### config.mk
export PLATFORM = sky130hd
export DESIGN_NAME = div_control
export DESIGN_NICKNAME = d
export VERILOG_FILES = /design/src/rtl/multdiv_pkg.sv /design/src/rtl/div_step.sv /design/src/rtl/div_control.sv
export SDC_FILE = /design/constraint.sdc
export NUM_CORES = 1
export LEC_CHECK = 0
export ABC_AREA = 1
export CAP_MARGIN = 20
export CORE_MARGIN = 10
export CORE_UTILIZATION = 25
export CTS_CLUSTER_SIZE = 16
export DETAILED_ROUTE_END_ITERATION = 8
export GPL_ROUTABILITY_DRIVEN = 0
export SLEW_MARGIN = 15
export SYNTH_ARGS = -nofsm -noshare
export SYNTH_HDL_FRONTEND = slang
export SYNTH_HIERARCHICAL = 1
export SYNTH_SLANG_ARGS = --single-unit
### constraint.sdc
create_clock -name clock -period 4.3 [get_ports clock]
set_input_delay 0.645 -clock clock [delete_from_list [all_inputs] [get_ports clock]]
set_output_delay 0.645 -clock clock [all_outputs]
set_load 0.01 [all_outputs]
### src/rtl/multdiv_pkg.sv
// Shared types, constants and two's-complement helpers for the multdiv unit.
package multdiv_pkg;

  localparam int unsigned WIDTH          = 32;
  localparam int unsigned DIV_ITERATIONS = 32;
  localparam int unsigned DIV_CNT_W      = $clog2(DIV_ITERATIONS);

  typedef enum logic [1:0] {
    IDLE = 2'd0,
    ITER = 2'd1,
    FIX  = 2'd2,
    DONE = 2'd3
  } div_state_e;

  // Two's-complement negate.
  function automatic logic [WIDTH-1:0] twos_neg(input logic [WIDTH-1:0] x);
    return ~x + WIDTH'(1);
  endfunction

  // Magnitude as an unsigned WIDTH-bit value; |-2^(WIDTH-1)| maps to 2^(WIDTH-1).
  function automatic logic [WIDTH-1:0] twos_abs(input logic [WIDTH-1:0] x);
    return x[WIDTH-1] ? twos_neg(x) : x;
  endfunction

endpackage

### src/rtl/div_step.sv
// One radix-2 non-restoring step: shift in the next dividend bit, then add or
// subtract the divisor depending on the sign of the old partial remainder.
module div_step
  import multdiv_pkg::*;
(
  input  logic [WIDTH:0] acc,
  input  logic           q_in,
  input  logic [WIDTH:0] m,
  output logic [WIDTH:0] acc_next_c,
  output logic           q_bit_c
);

  logic [WIDTH:0] acc_sh;

  // Partial remainder stays within [-M, M), so bit WIDTH is redundant with bit WIDTH-1 before the shift.
  always_comb begin
    acc_sh     = {acc[WIDTH-1:0], q_in};
    acc_next_c = acc[WIDTH] ? (acc_sh + m) : (acc_sh - m);
    q_bit_c    = ~acc_next_c[WIDTH];
  end

endmodule

### src/rtl/div_control.sv
// Sequential signed divider: 32 non-restoring iterations, one sign-fixup cycle,
// results presented with a one-cycle ready pulse.
// Optional feature macro: DIV_REMAINDER_EN (remainder port, restore and sign fix).
module div_control
  import multdiv_pkg::*;
(
  input  logic             clock,
  input  logic             reset_n,
  input  logic             start,
  input  logic [WIDTH-1:0] dividend,
  input  logic [WIDTH-1:0] divisor,
  output logic [WIDTH-1:0] quotient,
`ifdef DIV_REMAINDER_EN
  output logic [WIDTH-1:0] remainder,
`endif
  output logic             ready,
  output logic             busy,
  output logic             exception
);

  div_state_e           state;
  logic [DIV_CNT_W-1:0] count;
  logic [WIDTH:0]       acc;
  logic [WIDTH-1:0]     q;
  logic [WIDTH:0]       m;
  logic                 neg_quot;
  logic [WIDTH:0]       step_acc_c;
  logic                 step_q_c;

`ifdef DIV_REMAINDER_EN
  logic                 neg_rem;
  logic [WIDTH:0]       acc_fix_c;

  // Restore a negative final partial remainder.
  always_comb begin
    acc_fix_c = acc[WIDTH] ? (acc + m) : acc;
  end
`endif

  div_step u_step (
    .acc        (acc),
    .q_in       (q[WIDTH-1]),
    .m          (m),
    .acc_next_c (step_acc_c),
    .q_bit_c    (step_q_c)
  );

  // Control FSM, iteration counter, datapath and result registers.
  always_ff @(posedge clock or negedge reset_n) begin
    if (!reset_n) begin
      state     <= IDLE;
      count     <= '0;
      acc       <= '0;
      q         <= '0;
      m         <= '0;
      neg_quot  <= 1'b0;
      quotient  <= '0;
      ready     <= 1'b0;
      busy      <= 1'b0;
      exception <= 1'b0;
`ifdef DIV_REMAINDER_EN
      neg_rem   <= 1'b0;
      remainder <= '0;
`endif
    end else begin
      ready <= 1'b0;
      case (state)
        IDLE, DONE: begin
          if (start) begin
            if (divisor == '0) begin
              state     <= DONE;
              exception <= 1'b1;
              quotient  <= '0;
              ready     <= 1'b1;
`ifdef DIV_REMAINDER_EN
              remainder <= dividend;
`endif
            end else begin
              state    <= ITER;
              busy     <= 1'b1;
              neg_quot <= dividend[WIDTH-1] ^ divisor[WIDTH-1];
              m        <= {1'b0, twos_abs(divisor)};
              q        <= twos_abs(dividend);
              acc      <= '0;
              count    <= '0;
`ifdef DIV_REMAINDER_EN
              neg_rem  <= dividend[WIDTH-1];
`endif
            end
          end else begin
            state <= IDLE;
          end
        end
        ITER: begin
          acc   <= step_acc_c;
          q     <= {q[WIDTH-2:0], step_q_c};
          count <= count + DIV_CNT_W'(1);
          if (count == DIV_CNT_W'(DIV_ITERATIONS - 1)) begin
            state <= FIX;
          end
        end
        FIX: begin
          quotient  <= neg_quot ? twos_neg(q) : q;
          exception <= 1'b0;
          ready     <= 1'b1;
          busy      <= 1'b0;
          state     <= DONE;
`ifdef DIV_REMAINDER_EN
          acc       <= acc_fix_c;
          remainder <= neg_rem ? twos_neg(acc_fix_c[WIDTH-1:0]) : acc_fix_c[WIDTH-1:0];
`endif
        end
        default: begin
          state <= IDLE;
        end
      endcase
    end
  end

endmodule
==> impl_results.md, run 1 <==
* Crit path required time at 4620 ps
* Initial antenna violation count at 0
* FF-to-FF End: q[0]
* # clock sinks at 140
* Seq/Total Area, Yosys at 29.4%
* Clock Skews at 10.2 ps
* Leakage at 7.54 nW
* Cell area after synthesis at 11900 µm²
* CTS max path bufs at 2
* Final Hold Viols at 0
* Max-cap violations at 0
* Slew HR at 43.1%
* Routed wire length at 36200 µm
* Fin nets at 2134
* Top cells by area, synth: dfrtp_1 29%, nand2_1 25%, inv_1 7.3%, nand3_1 6.6%, nor2_1 6.4%
* Reg2reg start: m[0]
* Synth Instances at 1943
* Post-CTS Resized at 0
* Fillers at 5191
* Post-synth cell types at 43
* Core Rows at 79
* Setup bufs post-CTS at 0
* Area of the multi-input gates at 7230 µm²
* Final period util at 74.5%
* Setup ws final at 1100 ps
* Die Outline Area at 56800 µm²
* Setup TNS at 0 ps
* RSZ-0062 raised after global routing: false
* CTS Hold Bufs at 0
* Buffers on Ports at 101
* # setup viols final at 0
* Ys flop type: dfrtp_1
* Pre-CTS setup slack at 1120 ps
* Nature of the critical path endpoint: register
* Setup CP Type: reg -> reg
* Clock latency on the worst-skew pair at 450 ps
* Inserted Diodes at 0
* Via density at 4.54
* Worst Max-Slew Pin Slew at 853 ps
* Vias in the first global route at 11100
* CTS tree: done
* PwrDens at 794 nW/µm²
* Number of synthesized flops with an enable pin at 0
* Status: completed
* Min cycle time layout at 3200 ps
* Share of layout cells above drive strength 1 at 4.51%
* Die Width at 238 µm
* Syn nets at 2052
* Post-DP HPWL at 28900 µm
* Yosys reg bits at 140
* Worst hold path class: in -> async
* Io pins at 102
* WL/cell at 13.7 µm
* Overflow after GRT at 0
* CP max FO at 5
* Mean Syn Cell Area at 6.13 µm²
* Power Total at 11.2 mW
* Synth area leader: dfrtp_1
* Clk slew on worst S/H paths at 70 ps
* Max Slew Vio Count at 0
* Worst-case reg-to-reg path depth at 20
* Startpoint types: register
* Pre-Repair DR Iteration Count at 6
* Register Area at 3500 µm²
* DRT antenna net count at 0
* Final hold slack at 253 ps
* VDD IR max at 333 µV
* Synth async-reset ratio at 100%
* R2R Setup Slk at 1100 ps
* H-Tree Depth at 4
* Synth warn at 6
* Residual DRC at 0
* First-pass GRT wire length at 58600 µm
* Top-count cell post-synth: nand2_1
* Critical path arrival at 3530 ps
* Largest net degree at the start of global routing at 87
* Most frequent cells after synthesis: 805 x nand2_1, 233 x inv_1, 203 x nor2_1, 158 x nand3_1, 140 x dfrtp_1
* Routed vias at 12000
* Die H at 238 µm
* Peak Freq at 0.312 GHz
* Core area at 46900 µm²
* Synth-to-Final Area Change at 18.2%
* Root buf cell: clkbuf_16
* GR Util All Layers at 12.8%
* TritonCTS Buffers at 17
* Violation count after the first detailed-route iteration at 889
* Initial Util at 25.4%
* Post-synth top area share at 29.4%
-- cell families after synthesis --
kind of cell	share of synthesized area, %
compound gates	6.44
xor+xnor	6.03
fa+ha+maj	4.48
buf+inv	9.84
flops	29.4
other cells	0.0315
simple gates	43.8
-- worst max-delay path: stages, from the launching register on --
cell	delay, ps
dfrtp_1	400
inv_1	80
ha_1	180
nand2_2	100
nor2_8	170
nand3_4	110
o21ai_2	200
xnor2_1	250
ha_1	370
nand2_1	140
inv_1	60
a21oi_1	150
nand2_1	110
a21oi_1	220
nand2_1	100
nand2_1	60
nand2_1	70
nand2_1	70
o21ai_0	70
nand2_1	70
o21ai_0	70
-- registers in the layout, indices dropped and copies added (netlist names) --
signal and flops:
acc 33, state 2, exception 1, m 32, busy 1, neg_quot 1
quotient 32, ready 1, q 32, count 5
-- where the power goes --
part	internal, mW	switching, mW	leakage, nW	total [mW]
registers	1.91	0.628	1.80	2.54
clock network	0.868	0.622	0.282	1.49
logic	2.43	4.72	5.46	7.15
-- stage by stage --
step / utilization, % / instance area, µm² / instances
final: 30.0 / 14100 / 2645
after CTS: 30.0 / 14100 / 2645
after global placement: 28.8 / 13500 / 2613
after global routing: 30.0 / 14100 / 2645
after floorplan: - / 11900 / 1943
after detailed placement: 28.8 / 13500 / 2613
-- layout make-up --
type	count	area share (%)
clock inverter	13	1.08
inverter	241	6.46
multi-input combinational	1516	51.4
timing repair buffer	109	7.71
sequential	140	24.9
tap	607	5.40
clock buffer	19	3.08
-- how the worst max path moves through the flow --
stage,from,to,slack (ps),cells past startpoint
6_report,m[0],q[0],1100,20
5_1_grt,m[0],q[0],760,20
4_1_cts,m[0],q[0],1110,20
3_5_place_dp,m[0],q[0],1120,20
3_3_place_gp,m[0],q[0],1160,20
2_1_floorplan,m[0],q[0],1600,23
-- per-layer routing --
| layer | GRT usage, % | part of all wire (%) | vias to the layer above |
|---|---|---|---|
| met3 | 2.09 | 4.0 | 40 |
| met4 | 3.94 | 1.9 | 0 |
| met1 | 16.1 | 46 | 5504 |
| li1 | - | - | 6211 |
| met2 | 21.9 | 49 | 249 |
| met5 | 0 | 0 | - |
-- cells in the final DEF, fill, tap and decap left out, types with 3 or more instances in the layout --
cell	n
a21oi_1	33
buf_4	7
clkbuf_16	17
clkdlybuf4s50_1	100
dfrtp_1	140
ha_1	41
inv_1	233
inv_2	4
inv_6	7
nand2_1	805
nand2_2	13
nand2_4	3
nand3_1	158
nand3_2	7
nand3b_1	12
nand4_1	24
nor2_1	203
nor2_2	8
nor2_4	4
nor3_1	6
nor3_2	3
o21ai_0	75
o21ai_1	14
o21ai_2	4
o31ai_1	7
xnor2_1	11
xor2_1	71
Note: power is estimated with default switching activity, not from simulation.
==> run 2: changes to the inputs <==
==> constraint.sdc (replaced) <==
create_clock -name clock -period 3.33 [get_ports clock]
set_input_delay 0.4995 -clock clock [delete_from_list [all_inputs] [get_ports clock]]
set_output_delay 0.4995 -clock clock [all_outputs]
set_load 0.01 [all_outputs]
==> impl_results.md, run 2 (same netlist as run 1, synthesis figures left out) <==
* Status: completed
* Post-DP HPWL at 29400 µm (+1.8%)
* Peak Freq at 0.322 GHz (+3.2%)
* Startpoint types: register
* First-pass GRT wire length at 59900 µm (+2.2%)
* Biggest register: acc
* Initial Util at 25.4% (unchanged)
* Die Outline Area at 56800 µm² (unchanged)
* Fin nets at 2147 (+0.61%)
* Buffers on Ports at 101 (unchanged)
* Core area at 46900 µm² (unchanged)
* Leakage at 7.65 nW (+1.5%)
* Nature of the critical path endpoint: register
* Crit path required time at 3680 ps (-940 ps)
* Clock latency on the worst-skew pair at 460 ps (about the same)
* Core Rows at 79 (unchanged)
* Residual DRC at 0 (unchanged)
* Worst-case reg-to-reg path depth at 17 (-15%)
* Root buf cell: clkbuf_16
* Clk slew on worst S/H paths at 60 ps (about the same)
* Fillers at 5147 (-0.85%)
* TritonCTS Buffers at 17 (unchanged)
* Max reg flops at 33 (unchanged)
* DRT antenna net count at 0 (unchanged)
* Placed Instance Area at 13500 µm² (+0.41%)
* PwrDens at 1050 nW/µm² (+32%)
* Area of the multi-input gates at 7330 µm² (+1.3%)
* Overflow after GRT at 0 (unchanged)
* Final Hold Viols at 0 (unchanged)
* Min cycle time layout at 3110 ps (-98.2 ps)
* Die Width at 238 µm (unchanged)
* Final period util at 93.3% (+19 points)
* CP max FO at 5 (unchanged)
* FF-to-FF End: acc[25]
* Critical path arrival at 3450 ps (-80 ps)
* Fin area at 14400 µm² (+2.0%)
* Die H at 238 µm (unchanged)
* VDD IR max at 536 µV (+61%)
* Setup CP Type: reg -> reg
* Synth-to-Final Area Change at 20.6%
* Dpl cells at 2617 (+0.15%)
* Max Slew Vio Count at 0 (unchanged)
* Clock Skews at 16.4 ps (+6.20 ps)
* Initial antenna violation count at 0 (unchanged)
* GR Util All Layers at 13.0% (+0.26 points)
* R2R Setup Slk at 220 ps (-870 ps)
* Worst hold path class: in -> async
* Reg2reg start: m[13]
* Violation count after the first detailed-route iteration at 784 (-12%)
* Register Area at 3510 µm² (about the same)
* Io pins at 102 (unchanged)
* Commonest non-fill, non-tap cell in the layout: nand2_1
* # clock sinks at 140 (unchanged)
* H-Tree Depth at 4 (unchanged)
* # setup viols final at 0 (unchanged)
* Via density at 4.58 (+0.83%)
* Non-Filler Instances at 2658 (+0.49%)
* Routed vias at 12200 (+1.3%)
* Slew HR at 57.1% (+14 points)
* Largest net degree at the start of global routing at 74 (-15%)
* CTS max path bufs at 2 (unchanged)
* CTS tree: done
* Worst Max-Slew Pin Slew at 643 ps (-210 ps)
* Power Total at 15.0 mW (+34%)
* Max-cap violations at 0 (unchanged)
* Pre-Repair DR Iteration Count at 6 (unchanged)
* WL/cell at 14.0 µm (+2.1%)
* Commonest cells after routing, fill and taps aside: 802 x nand2_1, 233 x inv_1, 199 x nor2_1
* Routed wire length at 37200 µm (+2.6%)
* Share of layout cells above drive strength 1 at 6.14% (+1.6 points)
* Inserted Diodes at 0 (unchanged)
* Vias in the first global route at 11500 (+3.8%)
-- run 2: layer usage --
metal,share of wire (%),up-vias,track usage [%]
li1,-,6223,-
met1,45,5557,16.3
met2,47,321,21.4
met3,5.3,62,2.40
met4,3.4,0,5.90
met5,0,-,0
-- run 2: worst max path at each step --
stage | to | startpoint | slack [ps] | cells after the start
after floorplan | q[0] | m[0] | 630 | 23
after global placement | q[0] | m[14] | 300 | 20
after detailed placement | q[0] | m[0] | 260 | 22
after CTS | q[0] | m[0] | 240 | 22
after global routing | q[0] | m[13] | -30 | 20
final | acc[25] | m[13] | 220 | 17
-- run 2: power by group --
part | switching, mW | internal [mW]
sequential | 0.814 | 2.47
combinational | 6.28 | 3.34
clock | 0.812 | 1.31
-- run 2: what timing repair did --
action / 4_1_cts / 5_1_grt
setup buffers: 0 / 8
hold buffers: 0 / 0
endpoints found under the setup margin: 0 / 1
gates resized for setup: 0 / 22
-- run 2: worst max-delay path, stage by stage, from the launching register on --
cell     delay (ps)
dfrtp_1         440
nor2_4          120
nand2_1          70
nor3_2          240
nand3_2         190
nand2_4         160
nand2_1          90
xor2_2          170
ha_1            360
buf_4           130
nand2_1          80
nor2_1          260
and2_1          220
nand3_1         170
nand3_1         130
nand2_1          60
nand2_1          60
nand2_1          50
-- run 2: stage by stage --
| stage | hold WS (ps) | TNS (ps) | utilization (%) | setup slack, ps |
|---|---|---|---|---|
| after global placement | 464 | 0 | 28.9 | 302 |
| after CTS | 53.5 | 0 | 30.3 | 236 |
| after global routing | 101 | -37.0 | 30.6 | -28.1 |
| final | 47.0 | 0 | 30.6 | 224 |
| after detailed placement | 465 | 0 | 28.9 | 261 |
| after floorplan | 204 | 0 | - | 632 |
-- run 2: area by class of cell --
cell class	count	share of cell area [%]
well taps	607	5.29
clock inverters	13	1.40
inverters	241	6.33
repair buffers	121	8.36
clock buffers	19	3.15
flip-flops and latches	140	24.4
multi-input cells	1517	51.0
==> run 3: changes to the inputs <==
--- a/config.mk
+++ b/config.mk
@@ -5,7 +5,7 @@
 export SDC_FILE = /design/constraint.sdc
 export NUM_CORES = 1
 export LEC_CHECK = 0
-export ABC_AREA = 1
+export ABC_AREA = 0
 export CAP_MARGIN = 20
 export CORE_MARGIN = 10
 export CORE_UTILIZATION = 25
==> impl_results.md, run 3 <==
* Post-synthesis mux area share at 2.93% (+2.9 points)
* Main combinational cell family by area after synthesis: simple AND/OR/NAND/NOR gates
* Power Total at 14.3 mW (-4.5%)
* Initial antenna violation count at 0 (unchanged)
* DRT antenna net count at 0 (unchanged)
* CTS tree: done
* PwrDens at 1030 nW/µm² (-1.3%)
* Status: finished with violations
* Simple logic cell fraction of the synthesized area at 20.6% (-23 points)
* Yosys reg bits at 140 (unchanged)
* Synth async-reset ratio at 100% (unchanged)
* Post-synth cell types at 73 (+70%)
* Via density at 4.80 (+5.0%)
* Biggest register: acc
* Startpoint types: register
* Final period util at 111% (+18 points)
* Die Width at 220 µm (-7.5%)
* H-Tree Depth at 4 (unchanged)
* Final hold slack at 125 ps (+77.8 ps)
* Worst-case reg-to-reg path depth at 15 (-2)
* Non-Filler Instances at 1960 (-26%)
* Share of layout cells above drive strength 1 at 21.4% (+15 points)
* Pre-CTS setup slack at -401 ps (-662 ps)
* Max reg flops at 33 (unchanged)
* # setup viols final at 16 (+16)
* Inserted Diodes at 0 (unchanged)
* XOR/XNOR share of the synthesized area at 13.2% (+7.2 points)
* Violation count after the first detailed-route iteration at 479 (-39%)
* Min cycle time layout at 3690 ps (+588 ps)
* Reg2reg start: m[15]
* Critical path arrival at 4070 ps (+620 ps)
* Synth area leader: dfrtp_1
* Commonest cells after routing, fill and taps aside: 171 x buf_4, 163 x nand2_1, 140 x dfrtp_1
* Cell area after synthesis at 10000 µm² (-16%)
* Peak Freq at 0.271 GHz (-16%)
* Synth warn at 6 (unchanged)
* Synth-to-Final Area Change at 38.4%
* Top cells by area, synth: dfrtp_1 35%, xor2_1 8.7%, nand2_1 6.3%, ha_1 5.1%, a21oi_1 4.8%
* Post-DP HPWL at 22500 µm (-23%)
* GR Util All Layers at 12.4% (-0.67 points)
* Die Outline Area at 48600 µm² (-14%)
* Leakage at 6.00 nW (-22%)
* Failing checks: setup timing
* Die H at 220 µm (-7.5%)
* Largest net degree at the start of global routing at 85 (+15%)
* Setup TNS at -3460 ps (-3460 ps)
* Worst Max-Slew Pin Slew at 1060 ps (+419 ps)
* Initial Util at 25.3% (-0.15 points)
* Io pins at 102 (unchanged)
* Number of synthesized flops with an enable pin at 0 (unchanged)
* Fin nets at 1531 (-29%)
* First-pass GRT wire length at 48800 µm (-19%)
* Nature of the critical path endpoint: register
* Top-count cell post-synth: nand2_1
* Utilization after layout at 35.0% (+4.3 points)
* Buffers on Ports at 101 (unchanged)
* Setup CP Type: reg -> reg
* Overflow after GRT at 0 (unchanged)
* Setup ws final at -364 ps (-588 ps)
* R2R Setup Slk at -360 ps (-590 ps)
* Adder-cell share of the synthesized area at 5.31% (+0.83 points)
* Slew HR at 29.2% (-28 points)
* Routed wire length at 30500 µm (-18%)
* Mean Syn Cell Area at 8.54 µm² (+39%)
* Root buf cell: clkbuf_16
* Crit path required time at 3700 ps (+20 ps)
* CTS max path bufs at 2 (unchanged)
* VDD IR max at 457 µV (-15%)
* Pre-Repair DR Iteration Count at 5 (-1)
* Commonest non-fill, non-tap cell in the layout: buf_4
* CP max FO at 4 (-1)
* Ys flop type: dfrtp_1
* Clock latency on the worst-skew pair at 430 ps (-30 ps)
* TritonCTS Buffers at 17 (unchanged)
* Core Rows at 73 (-7.6%)
* Synth Instances at 1176 (-39%)
* Vias in the first global route at 9343 (-19%)
* WL/cell at 15.6 µm (+11%)
* Max Slew Vio Count at 0 (unchanged)
* Clk slew on worst S/H paths at 70 ps (about the same)
* Routed vias at 9417 (-23%)
* Fin area at 13900 µm² (-3.3%)
* Final Hold Viols at 0 (unchanged)
* Post-synth top area share at 34.9% (+5.5 points)
* Most frequent cells after synthesis: 168 x nand2_1, 140 x dfrtp_1, 100 x xor2_1, 96 x a21oi_1, 95 x nor2_1
* Clock Skews at 11.8 ps (-4.54 ps)
* Worst hold path class: in -> async
* Dpl cells at 1912 (-27%)
* Placed Instance Area at 12900 µm² (-5.1%)
* Core area at 39700 µm² (-15%)
* RSZ-0062 raised after global routing: true
* Seq/Total Area, Yosys at 34.9% (+5.5 points)
* Syn nets at 1285 (-37%)
* # clock sinks at 140 (unchanged)
* FF-to-FF End: acc[29]
* Max-cap violations at 0 (unchanged)
* Residual DRC at 0 (unchanged)
* Synth Area in Compound Gates at 19.6% (+13 points)
run 3: cell families after synthesis:
family,Yosys count
adder cells (fa/ha/maj),42
XOR/XNOR,149
other,1
buffers and inverters,84
multiplexers,27
AO/OA/AOI/OAI,303
AND/OR/NAND/NOR,430
flip-flops,140
run 3: what timing repair did:
item,in CTS,in global routing
setup buffers,9,9
pin swaps,27,47
gates cloned,0,0
hold buffers,0,0
setup endpoints to repair,17,21
resized for setup,39,39
run 3: cell type report:
cell class | instances | area, µm²
fillers | 4084 | 25800
multi-input cells | 952 | 6570
flip-flops and latches | 140 | 3500
repair buffers | 283 | 2460
well taps | 525 | 657
clock buffers | 18 | 429
clock inverters | 14 | 161
inverters | 28 | 105
run 3: worst max-delay path by stage:
stage,start,end,cells after the start
CTS,m[15],acc[29],15
global placement,m[15],acc[30],16
detailed placement,m[15],acc[30],16
floorplan,m[14],q[0],15
finish,m[15],acc[29],15
global route,m[15],q[0],15
run 3: report_power, final:
| part | internal (mW) | total (mW) | switching [mW] |
|---|---|---|---|
| combinational | 4.37 | 9.12 | 4.75 |
| clock | 1.12 | 1.96 | 0.839 |
| sequential | 2.48 | 3.27 | 0.789 |
run 3: worst max-delay path, cell delays in order, from the launching register on:
cell and delay [ps]:
dfrtp_1 380, or4_4 530, or3_4 370, nor4b_4 370, a21oi_1 130, xor2_1 170, ha_1 320, buf_6 150
nand2_4 50, nor2_2 40, a221o_1 350, a21oi_2 180, o31a_1 220, mux2i_1 200, nand3_1 90, nand2_1 90
run 3: routing by layer:
metal | GRT usage, % | wire length, µm | up-vias
met5 | 0 | 0 | -
met4 | 2.60 | 393 | 0
met3 | 2.35 | 1530 | 29
met2 | 19.7 | 13800 | 219
met1 | 17.0 | 14800 | 4490
li1 | - | - | 4679
